## src/rtl/fdma_rw_scheduler_if.sv

```systemverilog
// Command-channel bundle for one FDMA direction: address/size/request toward the
// consumer, busy back toward the requester.
interface fdma_rw_scheduler_if #(
    parameter int AW = 21
);
    logic [AW-1:0] addr;
    logic          areq;
    logic [15:0]   size;
    logic          busy;

    modport master (output addr, output areq, output size, input  busy);
    modport slave  (input  addr, input  areq, input  size, output busy);
endinterface

```

## src/rtl/fdma_rw_scheduler.sv

```systemverilog
// Time-shares one half-duplex DDR port between the FDMA write and read paths:
// one transfer in flight, writes preferred up to a quota while a read waits.
module fdma_rw_scheduler #(
    parameter int AXI_ADDR_WIDTH = 21,
    parameter int WR_QUOTA       = 4,
    parameter int TO_W           = 16
) (
    input  logic                      ui_clk,
    input  logic                      ui_rstn,
    fdma_rw_scheduler_if.slave        up_w,
    fdma_rw_scheduler_if.slave        up_r,
    fdma_rw_scheduler_if.master       fdma_w,
    fdma_rw_scheduler_if.master       fdma_r,
    input  logic [TO_W-1:0]           issue_timeout,
    output logic                      err_timeout,
    output logic [2:0]                sched_state
);
    localparam int            CW    = $clog2(WR_QUOTA + 1);
    localparam logic [CW-1:0] QUOTA = CW'(WR_QUOTA);

    localparam logic [2:0] S_IDLE  = 3'd0;
    localparam logic [2:0] S_W_ISS = 3'd1;
    localparam logic [2:0] S_W_RUN = 3'd2;
    localparam logic [2:0] S_R_ISS = 3'd3;
    localparam logic [2:0] S_R_RUN = 3'd4;

    logic [2:0]                state_q, state_d;
    logic [CW-1:0]             wr_cnt_q, wr_cnt_d;
    logic [TO_W-1:0]           to_cnt_q, to_cnt_d;
    logic                      wbusy_dly_q, rbusy_dly_q;
    logic [AXI_ADDR_WIDTH-1:0] waddr_q, waddr_d, raddr_q, raddr_d;
    logic [15:0]               wsize_q, wsize_d, rsize_q, rsize_d;
    logic                      wareq_q, wareq_d, rareq_q, rareq_d;
    logic                      up_wbusy_q, up_wbusy_d, up_rbusy_q, up_rbusy_d;
    logic                      err_q, err_d;
    logic                      timeout_hit;
    logic                      wr_grant, rd_grant;

    assign timeout_hit = (issue_timeout != '0) && (to_cnt_q == (issue_timeout - TO_W'(1)));

    always_ff @(posedge ui_clk or negedge ui_rstn) begin
        if (!ui_rstn) begin
            state_q <= S_IDLE;
        end else begin
            state_q <= state_d;
        end
    end

    always_comb begin
        state_d = state_q;
        case (state_q)
            S_IDLE: begin
                if (up_w.areq && (!up_r.areq || (wr_cnt_q < QUOTA))) begin
                    state_d = S_W_ISS;
                end else if (up_r.areq) begin
                    state_d = S_R_ISS;
                end
            end
            S_W_ISS: begin
                if (fdma_w.busy) begin
                    state_d = S_W_RUN;
                end else if (timeout_hit) begin
                    state_d = S_IDLE;
                end
            end
            S_W_RUN: begin
                if (wbusy_dly_q && !fdma_w.busy) begin
                    state_d = S_IDLE;
                end
            end
            S_R_ISS: begin
                if (fdma_r.busy) begin
                    state_d = S_R_RUN;
                end else if (timeout_hit) begin
                    state_d = S_IDLE;
                end
            end
            S_R_RUN: begin
                if (rbusy_dly_q && !fdma_r.busy) begin
                    state_d = S_IDLE;
                end
            end
            default: state_d = S_IDLE;
        endcase
    end

    // Every output is a register decoded from the next state, so the
    // request/busy pairs are mutually exclusive by construction.
    always_comb begin
        wr_grant    = (state_q == S_IDLE) && (state_d == S_W_ISS);
        rd_grant    = (state_q == S_IDLE) && (state_d == S_R_ISS);
        waddr_d     = waddr_q;
        wsize_d     = wsize_q;
        raddr_d     = raddr_q;
        rsize_d     = rsize_q;
        wr_cnt_d    = wr_cnt_q;
        to_cnt_d    = '0;
        if (wr_grant) begin
            waddr_d = up_w.addr;
            wsize_d = up_w.size;
            if (up_r.areq) begin
                wr_cnt_d = (wr_cnt_q == QUOTA) ? wr_cnt_q : wr_cnt_q + CW'(1);
            end else begin
                wr_cnt_d = '0;
            end
        end
        if (rd_grant) begin
            raddr_d  = up_r.addr;
            rsize_d  = up_r.size;
            wr_cnt_d = '0;
        end
        if (((state_q == S_W_ISS) && (state_d == S_W_ISS)) ||
            ((state_q == S_R_ISS) && (state_d == S_R_ISS))) begin
            to_cnt_d = to_cnt_q + TO_W'(1);
        end
        wareq_d    = (state_d == S_W_ISS);
        rareq_d    = (state_d == S_R_ISS);
        up_wbusy_d = (state_d == S_W_ISS) || (state_d == S_W_RUN);
        up_rbusy_d = (state_d == S_R_ISS) || (state_d == S_R_RUN);
        err_d      = ((state_q == S_W_ISS) || (state_q == S_R_ISS)) && (state_d == S_IDLE);
    end

    always_ff @(posedge ui_clk or negedge ui_rstn) begin
        if (!ui_rstn) begin
            wr_cnt_q    <= '0;
            to_cnt_q    <= '0;
            wbusy_dly_q <= 1'b0;
            rbusy_dly_q <= 1'b0;
            waddr_q     <= '0;
            wsize_q     <= '0;
            raddr_q     <= '0;
            rsize_q     <= '0;
            wareq_q     <= 1'b0;
            rareq_q     <= 1'b0;
            up_wbusy_q  <= 1'b0;
            up_rbusy_q  <= 1'b0;
            err_q       <= 1'b0;
        end else begin
            wr_cnt_q    <= wr_cnt_d;
            to_cnt_q    <= to_cnt_d;
            wbusy_dly_q <= fdma_w.busy;
            rbusy_dly_q <= fdma_r.busy;
            waddr_q     <= waddr_d;
            wsize_q     <= wsize_d;
            raddr_q     <= raddr_d;
            rsize_q     <= rsize_d;
            wareq_q     <= wareq_d;
            rareq_q     <= rareq_d;
            up_wbusy_q  <= up_wbusy_d;
            up_rbusy_q  <= up_rbusy_d;
            err_q       <= err_d;
        end
    end

    assign fdma_w.addr  = waddr_q;
    assign fdma_w.size  = wsize_q;
    assign fdma_w.areq  = wareq_q;
    assign fdma_r.addr  = raddr_q;
    assign fdma_r.size  = rsize_q;
    assign fdma_r.areq  = rareq_q;
    assign up_w.busy    = up_wbusy_q;
    assign up_r.busy    = up_rbusy_q;
    assign err_timeout  = err_q;
    assign sched_state  = state_q;
endmodule

```

## src/flat_wrapper.sv

```systemverilog
// flat-port wrapper written by rule: the top's interface ports become plain ports
module fdma_rw_scheduler_flat 
#(
    parameter int AXI_ADDR_WIDTH = 21,
    parameter int WR_QUOTA       = 4,
    parameter int TO_W           = 16
)
  (ui_clk, ui_rstn, issue_timeout, err_timeout, sched_state, up_w_addr, up_w_areq, up_w_size, up_w_busy, up_r_addr, up_r_areq, up_r_size, up_r_busy, fdma_w_addr, fdma_w_areq, fdma_w_size, fdma_w_busy, fdma_r_addr, fdma_r_areq, fdma_r_size, fdma_r_busy);
  fdma_rw_scheduler_if #(.AW((21))) up_w_i ();
  fdma_rw_scheduler_if #(.AW((21))) up_r_i ();
  fdma_rw_scheduler_if #(.AW((21))) fdma_w_i ();
  fdma_rw_scheduler_if #(.AW((21))) fdma_r_i ();
  input  logic ui_clk;
  input  logic ui_rstn;
  input  logic [TO_W-1:0] issue_timeout;
  output logic err_timeout;
  output logic [2:0] sched_state;
  input wire logic [$bits(up_w_i.addr)-1:0] up_w_addr;
  input wire logic [$bits(up_w_i.areq)-1:0] up_w_areq;
  input wire logic [$bits(up_w_i.size)-1:0] up_w_size;
  output wire logic [$bits(up_w_i.busy)-1:0] up_w_busy;
  input wire logic [$bits(up_r_i.addr)-1:0] up_r_addr;
  input wire logic [$bits(up_r_i.areq)-1:0] up_r_areq;
  input wire logic [$bits(up_r_i.size)-1:0] up_r_size;
  output wire logic [$bits(up_r_i.busy)-1:0] up_r_busy;
  output wire logic [$bits(fdma_w_i.addr)-1:0] fdma_w_addr;
  output wire logic [$bits(fdma_w_i.areq)-1:0] fdma_w_areq;
  output wire logic [$bits(fdma_w_i.size)-1:0] fdma_w_size;
  input wire logic [$bits(fdma_w_i.busy)-1:0] fdma_w_busy;
  output wire logic [$bits(fdma_r_i.addr)-1:0] fdma_r_addr;
  output wire logic [$bits(fdma_r_i.areq)-1:0] fdma_r_areq;
  output wire logic [$bits(fdma_r_i.size)-1:0] fdma_r_size;
  input wire logic [$bits(fdma_r_i.busy)-1:0] fdma_r_busy;
  assign up_w_i.addr = up_w_addr;
  assign up_w_i.areq = up_w_areq;
  assign up_w_i.size = up_w_size;
  assign up_w_busy = up_w_i.busy;
  assign up_r_i.addr = up_r_addr;
  assign up_r_i.areq = up_r_areq;
  assign up_r_i.size = up_r_size;
  assign up_r_busy = up_r_i.busy;
  assign fdma_w_addr = fdma_w_i.addr;
  assign fdma_w_areq = fdma_w_i.areq;
  assign fdma_w_size = fdma_w_i.size;
  assign fdma_w_i.busy = fdma_w_busy;
  assign fdma_r_addr = fdma_r_i.addr;
  assign fdma_r_areq = fdma_r_i.areq;
  assign fdma_r_size = fdma_r_i.size;
  assign fdma_r_i.busy = fdma_r_busy;
  fdma_rw_scheduler #(.AXI_ADDR_WIDTH(AXI_ADDR_WIDTH), .WR_QUOTA(WR_QUOTA), .TO_W(TO_W)) u_core (.ui_clk(ui_clk), .ui_rstn(ui_rstn), .up_w(up_w_i), .up_r(up_r_i), .fdma_w(fdma_w_i), .fdma_r(fdma_r_i), .issue_timeout(issue_timeout), .err_timeout(err_timeout), .sched_state(sched_state));
endmodule
```

## config.mk

```make
export PLATFORM = sky130hd
export DESIGN_NAME = fdma_rw_scheduler_flat
export DESIGN_NICKNAME = d
export VERILOG_FILES = /design/src/rtl/fdma_rw_scheduler_if.sv /design/src/rtl/fdma_rw_scheduler.sv /design/src/flat_wrapper.sv
export SDC_FILE = /design/constraint.sdc
export NUM_CORES = 1
export LEC_CHECK = 0
export CAP_MARGIN = 20
export CORE_MARGIN = 2
export CORE_UTILIZATION = 47
export DETAILED_ROUTE_END_ITERATION = 12
export PLACE_DENSITY_LB_ADDON = 0.3
export RECOVER_POWER = 25
export SLEW_MARGIN = 20
export SYNTH_ARGS = -nofsm -noshare
export SYNTH_HDL_FRONTEND = slang
export SYNTH_SLANG_ARGS = --single-unit
```

## constraint.sdc

```tcl
create_clock -name ui_clk -period 3.2 [get_ports ui_clk]
set_input_delay 0.48 -clock ui_clk [delete_from_list [all_inputs] [get_ports ui_clk]]
set_output_delay 0.48 -clock ui_clk [all_outputs]
set_load 0.01 [all_outputs]
```

# Word-level counts from Yosys, hierarchy flattened
# Index checks and enable logic that the tools add are counted.
# totals
register_bits	103
inputBits	96
output_inout_bits	82
elab_cells	64
# op_classes
n_addsub	3
order_cmp	1
eq_ne	11
mux	13
n_reduce_logical	22
# op_table
cell	n
2-to-1 mux 3 bit	11
adder 16 x 1 -> 16 bit (second input constant)	1
== test 16 bit	1
2-to-1 mux 16 bit	1
nonzero test 16 bit	1
subtractor 16 x 1 -> 16 bit (second input constant)	1
one-hot mux 3 bit (5 select lines)	1
== test 3 x 2 -> 1 bit (second input constant)	4
== test 3 bit (second input constant)	3
logical AND 1 bit	9
== test 3 x 1 -> 1 bit (second input constant)	2
logical NOT 3 bit	2
logical OR 1 bit	5
adder 3 x 1 -> 3 bit (second input constant)	1
logical NOT 1 bit	3
< comparator 3 bit (second input constant)	1
!= test 3 x 2 -> 1 bit (second input constant)	1
AND reduction 2 bit	1
nonzero test 2 bit	1

# Longest topological paths before layout
# logic_depth
word_depth	10
depth_mapped	10

# Worst setup path after synthesis
# No wires, ideal clock.
# synth_timing
path_kind	input -> register
from	input port issue_timeout[0]
to	register u_core.up_rbusy_q (netlist: u_core.up_r.busy)
setup_ns	0.118
t_arrival_ns	2.375
required_time_ns	3.082
slack_ns	0.707
stages	10
path_buffers	0
cell_sequence	inv_1 ha_1 nor3b_2 xor2_1 or3_1 a211oi_2 a41oi_1 a21oi_2 inv_2 a21o_1
# synth_between
elab_chain_len	8
# synth_rtl
element	line_no	text
start: declaration	flat_wrapper.sv:15	input logic [TO_W-1:0] issue_timeout;
subtractor 16 x 1 -> 16 bit	fdma_rw_scheduler.sv:39	assign timeout_hit = (issue_timeout != '0) && (to_cnt_q == (issue_timeout - TO_W'(1)));
== test 16 bit	fdma_rw_scheduler.sv:39	
logical AND 1 bit (*)	fdma_rw_scheduler.sv:39	
2-to-1 mux 3 bit (*)	fdma_rw_scheduler.sv:62, fdma_rw_scheduler.sv:74	
2-to-1 mux 3 bit, on equally long branches	fdma_rw_scheduler.sv:72, fdma_rw_scheduler.sv:60	
one-hot mux 3 bit (5 select lines) (*)	fdma_rw_scheduler.sv:51	case (state_q)
net u_core.state_d[0]	fdma_rw_scheduler.sv:27	logic [2:0] state_q, state_d;
== test 3 x 2 -> 1 bit or == test 3 bit (tied branches)	fdma_rw_scheduler.sv:119	up_rbusy_d = (state_d == S_R_ISS) || (state_d == S_R_RUN);
logical OR 1 bit (*)	fdma_rw_scheduler.sv:119	
net u_core.up_rbusy_d	fdma_rw_scheduler.sv:34	logic up_wbusy_q, up_wbusy_d, up_rbusy_q, up_rbusy_d;
end signal: assignment	fdma_rw_scheduler.sv:150	up_rbusy_q <= up_rbusy_d;
end: declaration	fdma_rw_scheduler.sv:34	
# Mark *: on every way through the listed nets, which the timed path passes. The rest lies on a longest branch.
# A chain may end at the register's enable or synchronous reset.

# Worst setup path after layout
# Same ends and word-level chain as after synthesis.

==> results <==
[kinds of logic after synthesis]
kind of cell,count (synthesis),share of synthesized area
AOI/OAI and AO/OA,22,0.0345
xor gates and xnor gates,37,0.0708
adders and majority gates,4,0.0109
buffers and inverters,24,0.0205
DFF,103,0.563
muxes,40,0.0979
and+or+nand+nor,203,0.202
[power breakdown]
group | leakage, nW | switching (W) | internal (W)
Sequential | 1.29 | 0.000305 | 0.00183
Clock | 0.102 | 0.000454 | 0.000442
Combinational | 1.60 | 0.00115 | 0.00141
Total | 2.99 | 0.00191 | 0.00368
[state kept, by name, summed over array words and instances (netlist names)]
register            flops
u_core.fdma_r.addr     21
u_core.fdma_w.addr     21
u_core.fdma_r.size     16
u_core.fdma_w.size     16
u_core.to_cnt_q        16
u_core.sched_state      3
u_core.wr_cnt_q         3
u_core.err_timeout      1
u_core.fdma_r.areq      1
u_core.fdma_w.areq      1
u_core.rbusy_dly_q      1
u_core.up_r.busy        1
u_core.up_w.busy        1
u_core.wbusy_dly_q      1
[cells in the mapped netlist, drive strengths merged, types with 2 or more instances]
| cell | instances |
|---|---|
| nor4 | 4 |
| xor2 | 21 |
| dfrtp | 103 |
| a21oi | 2 |
| and3 | 5 |
| and2 | 2 |
| nand3 | 8 |
| inv | 9 |
| ha | 4 |
| a211oi | 2 |
| nand4b | 2 |
| nor3 | 6 |
| xnor2 | 16 |
| nor4b | 2 |
| nand2 | 125 |
| nand2b | 7 |
| clkbuf | 14 |
| mux2i | 2 |
| nor2b | 2 |
| a21o | 2 |
| mux2 | 38 |
| nor2 | 26 |
| nand4 | 7 |
| nor3b | 4 |
| o21ai | 7 |
[worst max-delay path: stages]
cell and delay, ns:
clkdlybuf4s50_1 0.42, inv_1 0.07, ha_1 0.17, nor3b_2 0.39, nand4_1 0.19, xnor2_1 0.17, nor4_1 0.41, a41oi_1 0.27
a21oi_2 0.27, inv_2 0.07, a21o_1 0.15
[cell type report]
class,instances,area share
Sequential cell,103,0.383
Multi-Input combinational cell,306,0.283
Timing Repair Buffer,186,0.272
Tap cell,133,0.0247
Clock buffer,9,0.0184
Clock inverter,7,0.0143
Inverter,9,0.00502
[metrics by stage]
| step | total power, W | worst slack, ns | utilization | std cells |
|---|---|---|---|---|
| after floorplan | 0.00329 | 0.707 | - | 433 |
| after global placement | 0.00467 | 0.144 | 0.681 | 737 |
| after detailed placement | 0.00475 | 0.0134 | 0.681 | 737 |
| after CTS | 0.00567 | 0.408 | 0.704 | 753 |
| after global routing | 0.00598 | 0.170 | 0.702 | 753 |
| final | 0.00560 | 0.400 | 0.702 | 753 |
[layer usage]
layer  wire length, um  GRT usage  part of all wire  vias up
met4               187     0.0728             0.016        0
met2              5860      0.377              0.52      111
met1              4490      0.270              0.40     1791
li1                  -          -                 -     1791
met5                 0          0                 0        -
met3               815     0.0712             0.072       14
[final timing paths]
check                           depth (start not counted)  slack (ns)                     to                   from
worst max register to register                          8        0.97       u_core.up_r.busy     u_core.to_cnt_q[5]
worst min register to register                          2        0.48  u_core.fdma_w.addr[2]  u_core.fdma_w.addr[2]
max in group asynchronous                               2        0.95  u_core.fdma_w.addr[9]                ui_rstn
worst max-delay path                                   11        0.40       u_core.up_r.busy       issue_timeout[0]
min in group ui_clk                                     2        0.48  u_core.fdma_w.addr[2]  u_core.fdma_w.addr[2]
worst min-delay path                                    1        0.36  u_core.fdma_r.size[4]                ui_rstn
==> run summary <==
Crit Path Category: primary input to flip-flop
Synth area leaders: dfrtp_1, nand2_1, mux2_2
clock tree buffer depth: 2
routability congestion estimate from global placement: 0.894
post-route cell area: 6740 um^2
number of global-route vias before repair: 3856
worst hold slack: 0.358 ns
cell count after synthesis: 433
dpl cell area: 6530 um^2
Net Count, Synth: 533
Post-Syn Area: 4570 um^2
Max Clk Rate: 357 MHz
H-Tree Depth: 3
PortBufs: 177
Post-synth ARST share: 1.00
Inserted Clock Buffers: 9
Slew HR: 0.152
area leader, netlist: dfrtp_1
drt first pass iters: 4
# IOs: 178
nets: 715
antenna violations before repair: 0
Root Driver: clkbuf_8
Cell Pwr Density: 831 nW/um^2
RSZ-0062 raised after global routing: no
register bit count reported by yosys: 103
via count: 3707
Tmin final: 2.80 ns
CP Launch Type: primary input
Max VDD drop: 0.000552 V
die area: 10500 um^2
WP data required: 3.46 ns
grt total ovfl: 0
Post-synth EDFFs: 0
global-route wire length before repair: 18.2 mm
Slew @ Worst Pin: 1.27 ns
final hold vios: 0
# setup viols final: 0
detailed placement HPWL: 8.61 mm
Antenna Nets Post-Route: 0
Total GRT Usage: 0.222
core box area: 9590 um^2
Cell Rows: 36
DR vias/cell: 4.92
capturing element type of the critical path: flip-flop
Max FO, Critical Path: 6
Post-CTS Hold Fix Bufs: 0
ANT cells: 0
synth warn: 0
fillcell total: 740
Yosys cell types: 46
ys flop type: dfrtp_1
postcts setup bufs: 0
fin. max-slew vios: 0
largest net degree at the start of global routing: 53
Tcrit/Tclk final: 0.875
P&R area growth vs syn: 47.2%
setup tns final: 0 ns
die height: 103 um
DRT iter0 DRCs: 155
post-synthesis sequential area ratio: 0.563
die width: 103 um
post-synth top area share: 0.563
Arr. time, crit path: 3.06 ns
Clock Pin Slew Worst Setup and Hold Paths: 0.11 ns
Clock Skew: 0.0148 ns
# DRC: 0
multi-input logic area: 1910 um^2
# Max-Cap Violations: 0
drt total wl: 11.4 mm
layout cells sized above 1: 0.116
CTS tree: done
DR WL/cell: 15.1 um
most frequent cells in the layout: clkdlybuf4s50_1, nand2_1, dfrtp_1, mux2_2, nor2_1
Resize count post-CTS: 0
Syn Area/Cell: 10.6 um^2
Hold WC Path Type: primary input to asynchronous set/reset pin
Leak: 2.99 nW
register area: 2580 um^2
Clk Latency, worst-skew pair: 0.36 ns
status: completed
clk sinks: 103
commonest non-fill, non-tap cell in the layout: clkdlybuf4s50_1
Starting Density: 0.477
Note: power is estimated with default switching activity, not from simulation.
